File: config.mk
export PLATFORM = sky130hd
export DESIGN_NAME = mod_if
export DESIGN_NICKNAME = d
export VERILOG_FILES = /design/src/rtl/mod_if.sv
export SDC_FILE = /design/constraint.sdc
export NUM_CORES = 1
export LEC_CHECK = 0
export BUFFER_PORTS_ARGS = -buffer_cell sky130_fd_sc_hd__buf_2
export CELL_PAD_IN_SITES_DETAIL_PLACEMENT = 1
export CELL_PAD_IN_SITES_GLOBAL_PLACEMENT = 2
export CORE_MARGIN = 3
export CORE_UTILIZATION = 35
export CTS_CLUSTER_DIAMETER = 150
export DETAILED_ROUTE_END_ITERATION = 6
export PLACE_DENSITY_LB_ADDON = 0.1
export SETUP_SLACK_MARGIN = 0.02
export SYNTH_ARGS = -nofsm -noshare
export SYNTH_HDL_FRONTEND = slang
export SYNTH_SLANG_ARGS = --single-unit
File: constraint.sdc
create_clock -name clk -period 2.8 [get_ports clk]
set_clock_uncertainty 0.15 [all_clocks]
set_input_delay 0.56 -clock clk [delete_from_list [all_inputs] [get_ports clk]]
set_output_delay 0.56 -clock clk [all_outputs]
set_load 0.05 [all_outputs]
File: src/rtl/mod_if.sv
// Instruction fetch stage: PC register, imem request/ready handshake, one-entry hold buffer,
// IF/ID pipeline register, branch redirect/flush with in-flight drain, and HLT detection.
module mod_if #(
  parameter logic [15:0] RESET_PC = 16'h0000
) (
  input  logic        clk,
  input  logic        rst,
  input  logic        stall,
  input  logic        flush,
  input  logic [15:0] redirect_pc,
  output logic        imem_req,
  output logic [15:0] imem_addr,
  input  logic        imem_ready,
  input  logic [15:0] imem_data,
  output logic [15:0] instruction,
  output logic [15:0] pc,
  output logic        valid,
  output logic        halted
);

  typedef enum logic [1:0] {StIdle, StFetch, StDrain, StHalt} state_e;

  state_e      state_q;
  logic [15:0] pc_reg;
  logic [15:0] drain_addr_q;
  logic        hold_valid_q;
  logic [15:0] hold_instr_q;
  logic [15:0] hold_pc_q;
  logic        ifid_valid_q;
  logic [15:0] ifid_instr_q;
  logic [15:0] ifid_pc_q;

  logic [15:0] pc_plus2;
  logic        fetch_done;
  logic        is_hlt;

  // No request while the hold buffer is occupied, so a stalled fetch can never be lost.
  assign imem_req   = ((state_q == StFetch) && !hold_valid_q) || (state_q == StDrain);
  assign imem_addr  = (state_q == StDrain) ? drain_addr_q : pc_reg;
  assign pc_plus2   = pc_reg + 16'd2;
  assign fetch_done = (state_q == StFetch) && !hold_valid_q && imem_ready;
  assign is_hlt     = (imem_data[15:12] == 4'hF);

  assign valid       = ifid_valid_q;
  assign instruction = ifid_valid_q ? ifid_instr_q : 16'h0000;
  assign pc          = ifid_valid_q ? ifid_pc_q : 16'h0000;
  assign halted      = (state_q == StHalt);

  always_ff @(posedge clk or negedge rst) begin
    if (!rst) begin
      state_q      <= StIdle;
      pc_reg       <= RESET_PC;
      drain_addr_q <= RESET_PC;
      hold_valid_q <= 1'b0;
      hold_instr_q <= 16'h0000;
      hold_pc_q    <= 16'h0000;
      ifid_valid_q <= 1'b0;
      ifid_instr_q <= 16'h0000;
      ifid_pc_q    <= 16'h0000;
    end else if (flush) begin
      ifid_valid_q <= 1'b0;
      hold_valid_q <= 1'b0;
      pc_reg       <= redirect_pc;
      if (imem_req && !imem_ready) begin
        // Memory still owes a response; keep presenting the original address until it lands.
        state_q <= StDrain;
        if (state_q != StDrain) begin
          drain_addr_q <= pc_reg;
        end
      end else begin
        state_q <= StFetch;
      end
    end else begin
      if (!stall) begin
        if (hold_valid_q) begin
          ifid_valid_q <= 1'b1;
          ifid_instr_q <= hold_instr_q;
          ifid_pc_q    <= hold_pc_q;
          hold_valid_q <= 1'b0;
        end else if (fetch_done) begin
          ifid_valid_q <= 1'b1;
          ifid_instr_q <= imem_data;
          ifid_pc_q    <= pc_plus2;
        end else begin
          ifid_valid_q <= 1'b0;
        end
      end else if (fetch_done) begin
        hold_valid_q <= 1'b1;
        hold_instr_q <= imem_data;
        hold_pc_q    <= pc_plus2;
      end

      unique case (state_q)
        StIdle:  state_q <= StFetch;
        StFetch: begin
          if (fetch_done) begin
            if (is_hlt) begin
              state_q <= StHalt;
            end else begin
              pc_reg <= pc_plus2;
            end
          end
        end
        StDrain: begin
          if (imem_ready) begin
            state_q <= StFetch;
          end
        end
        StHalt:  state_q <= StHalt;
      endcase
    end
  end

endmodule

Yosys cells after proc, flatten, opt, wreduce, memory -nomap -nowiden --
Index checks and enable logic that the tools add are counted.
Cells by class: $add $sub $neg 1, eq/ne operators 11, muxes and demuxes 24, bitwise logic cells 2, reduce and logical (&&, ||, !) cells 15
Operators with widths (count):
- 16-bit 2-to-1 mux | 11
- 16-bit by 2-bit adder with 16-bit output, second input constant | 1
- 3-bit AND reduction | 5
- 2-bit 2-to-1 mux | 5
- 3-bit != test, second input constant | 3
- 2-bit one-hot mux with 4 select lines | 1
- 1-bit 2-to-1 mux | 7
- 2-bit nonzero test | 3
- 2-bit equality test, second input constant | 2
- 4-bit equality test, second input constant | 1
- 2-bit != test, second input constant | 2
- 1-bit logical AND | 3
- 3-bit by 1-bit != test with 1-bit output, second input constant | 1
- 2-bit by 1-bit equality test with 1-bit output, second input constant | 1
- 1-bit zero test | 2
- 2-bit zero test | 1
- 2-bit by 1-bit != test with 1-bit output, second input constant | 1
- 1-bit NOT | 2
- 1-bit logical OR | 1
Word-level totals: register bits after elaboration 100, input bits 37, output and inout port bits 51, logic and storage cells 62

Logic depth before layout (Yosys ltp) --
word-level depth 7, depth in mapped cells 7, mapped depth without buffers 5

Least setup slack after synthesis --
No wires, ideal clock.
kind register to output, from register state_q[1], to output imem_addr[10], arrival time 1860 ps, required time 2090 ps, slack 230 ps, stages on the path, launching flop included 4, buffers on the path 1, cell sequence dfrtp_1 -> nor2b_1 -> clkbuf_1 -> o21ai_0
Between the ends: word-level cells in the longest chain between the ends 2
Ends and longest elaborated chain:
- start: declaration | line 23 | state_e state_q;
- start signal: assignment | line 51 | state_q <= StIdle;
- start signal: assignment | line 66 | state_q <= StDrain;
- start signal: assignment | line 71 | state_q <= StFetch;
- 2-bit equality test | line 39 | assign imem_addr = (state_q == StDrain) ? drain_addr_q : pc_reg;
- 16-bit 2-to-1 mux | line 39
- end: declaration | line 12 | output logic [15:0] imem_addr,
No other way between the ends.

Worst setup path after layout --
from register state_q[0], to output imem_addr[5]
Same word-level chain as after synthesis.

==> qor.yml <==
grt_setup_unrepaired: "false"
synth_xor_area_frac: 0.0279
core_area_um2: 14000
setup_viol: 0
die_h_um: 126
start_util: 0.359
synth_area_um2: 5030
cts_tree: "built"
finalCritPeriodShare: 0.932
wl_per_cell_um: 16.4
peakVddDrop_mv: 0.388
drtIter0Drc: 145
synthAdderAreaFrac: 0.00249
cap_violations: 0
muxShareOfSynthArea: 0.147
syn-num-nets: 534
drt-total-wl_um: 12400
ios: 88
ys_seq_elements: 100
n_antenna_cell: 0
worstPathMaxFanout: 21
setup_slack_ns: 0.192
rr_endpoint: "pc_reg[15]$_DFFE_PN0P_"
vias: 3767
grt_pass1_wl_um: 21100
start_kind: "register"
maxSlewHeadroom: 0.520
worst_pin_slew_ns: 0.713
fp.dieW_um: 126
top_layer_used: "met4"
fin_nets: 610
antenna_found_initial: 0
layout.cells.non_filler: 757
fin_tns_setup_ns: 0
synthCells: 496
dpl_worst_slack_ns: 0.467
regToRegSetupSlack_ns: 0.46
insertion_delay_ns: 0.36
hold_viol_final: 0
ff2ff_path_depth: 5
hold_path_depth: 3
grt_start_max_net_pins: 44
synth.largest_area_cell: "dfrtp_1"
first_pass_iters: 4
rr_startpoint: "pc_reg[1]$_DFFE_PN0P_"
hpwl_um: 8850
post-route-drc-count: 0
fin_crit_ns: 2.61
h-tree-depth: 3
slew_violations: 0
cts_buffer_depth: 2
track_usage: 0.165
critical_path_class: "register to output pin"
drive_gt1_frac: 0.298
io_buffers: 87
ys_top_cells_by_area: "dfrtp_1 (50%), mux2_2 (11%), o21ai_0 (5.4%), nand2_1 (4.7%), and2_1 (4.2%)"
met3WireLength_um: 530
ys_types: 51
required_ns: 2.09
synth_edf_count: 0
min-delay-start: "redirect_pc[3]"
wl_met1_um: 5920
critPathLaunch: "state_q[0]$_DFFE_PN0P_"
status: "complete, no violations"
min_path_type: "input pin to register"
synth_top_family_by_area: "simple AND/OR/NAND/NOR gates"
avgSynthCellArea_um2: 10.1
ys_seq_area_frac: 0.498
p_leak_nw: 2.72
ant_nets: 0
final.fill_count: 1603
arrival_ns: 1.90
synth_warnings: 0
powerDensity_nw_per_um2: 782
via_per_inst: 4.98
synth_top_area_share: 0.498
critPathCaptureType: "output pin"
rows: 43
gp_congestion: 0.729
cts_made_buffers: 9
dieArea_um2: 15800
synth_compound_area_frac: 0.104
clk_transition_reported_paths_ns: 0.07
cts_root_buffer: "clkbuf_16"
whs_ns: 0.262
max_freq_mhz: 383
synth_simple_gate_area_frac: 0.181
cts.sinks: 100
async_reset_ff_frac: 1.00
dp.cells: 740
overflow: 0
route.met2.wl_um: 5790
holdPathEnd: "pc_reg[3]$_DFFE_PN0P_"
area_growth_pct: 18.9
synth_ff_type: "dfrtp_1"
grt_pass1_vias: 4075
[where the power goes]
part	internal (W)	switching (W)	total (W)
Clock	0.000708	0.000593	0.00130
Sequential	0.00192	0.000267	0.00218
Combinational	0.000482	0.000706	0.00119
Total	0.00311	0.00157	0.00467
[stage by stage]
| step | power (W) | util | area, um^2 |
|---|---|---|---|
| after floorplan | 0.00308 | - | 5030 |
| after global placement | 0.00336 | 0.405 | 5660 |
| after detailed placement | 0.00343 | 0.405 | 5660 |
| after CTS | 0.00475 | 0.427 | 5980 |
| after global routing | 0.00500 | 0.427 | 5980 |
| final | 0.00467 | 0.427 | 5980 |
[per-layer routing]
layer  global-route usage  vias to the layer above
met2                0.269                       69
li1                     -                     1871
met5                    0                        -
met1                0.220                     1815
met4               0.0511                        0
met3               0.0386                       12
[cells in the final DEF (no fill, tap or decap), drive strengths merged, types with 2 or more instances in the layout]
cell type and count:
mux2i 21, nor2 15, o21ai 55, and4 2, nor2b 2, clkbuf 9
a31oi 4, xnor2 10, o21a 3, and3 5, mux2 47, inv 10
and2 34, o31ai 8, clkinv 2, a21oi 12, buf 103, a21boi 2
nor3 7, dfrtp 100, nand4 8, nand2b 6, xor2 6, or4 3
nand3 14, nor4 5, nand2 63
[synth_stat cells, types with 2 or more instances]
master / instances
dfrtp_1: 100
nand2_1: 63
o21ai_0: 54
mux2_2: 47
and2_1: 34
clkbuf_1: 27
mux2i_1: 21
nor2_1: 15
nand3_1: 13
a21oi_1: 12
xnor2_1: 10
o31ai_1: 8
buf_2: 7
nand4_1: 7
nor3_1: 7
inv_1: 6
nand2b_1: 6
xor2_1: 6
and3_1: 5
nor4_1: 5
a31oi_1: 4
buf_4: 3
o21a_1: 3
or4_1: 3
a21boi_0: 2
and4_1: 2
nor2b_1: 2
[how the worst max path moves through the flow]
stage	endpoint	cells after the start	slack (ns)
6_report	imem_addr[5]	4	0.19
5_1_grt	imem_addr[5]	4	0.09
4_1_cts	imem_addr[5]	4	0.16
3_5_place_dp	pc_reg[15]$_DFFE_PN0P_	5	0.47
3_3_place_gp	pc_reg[15]$_DFFE_PN0P_	5	0.53
2_1_floorplan	imem_addr[10]	3	0.23
[logic make-up after synthesis]
group,after synthesis
compound gates,92
buf+inv,46
flops,100
mux,68
xor+xnor,16
fa+ha+maj,1
simple gates,173
[area by class of cell]
type	count	area, um^2	share of cell area
clock buffers	9	225	0.0377
clock inverters	7	80.1	0.0134
inverters	7	26.3	0.00440
multi-input cells	350	2340	0.391
flip-flops and latches	100	2500	0.419
well taps	180	225	0.0377
repair buffers	104	581	0.0971
[timing repair]
item / 4_1_cts / 5_1_grt
setup buffers: 0 / 0
resized for setup: 0 / 0
hold endpoints to repair: 18 / 0
hold buffers: 1 / 0
[worst max-delay path: stages, from the launching register on]
cell and delay (ns):
dfrtp_1 0.47, nor2b_1 0.15, buf_4 0.32, mux2_2 0.39
buf_2 0.21
Power figures use the tool's default switching activity.
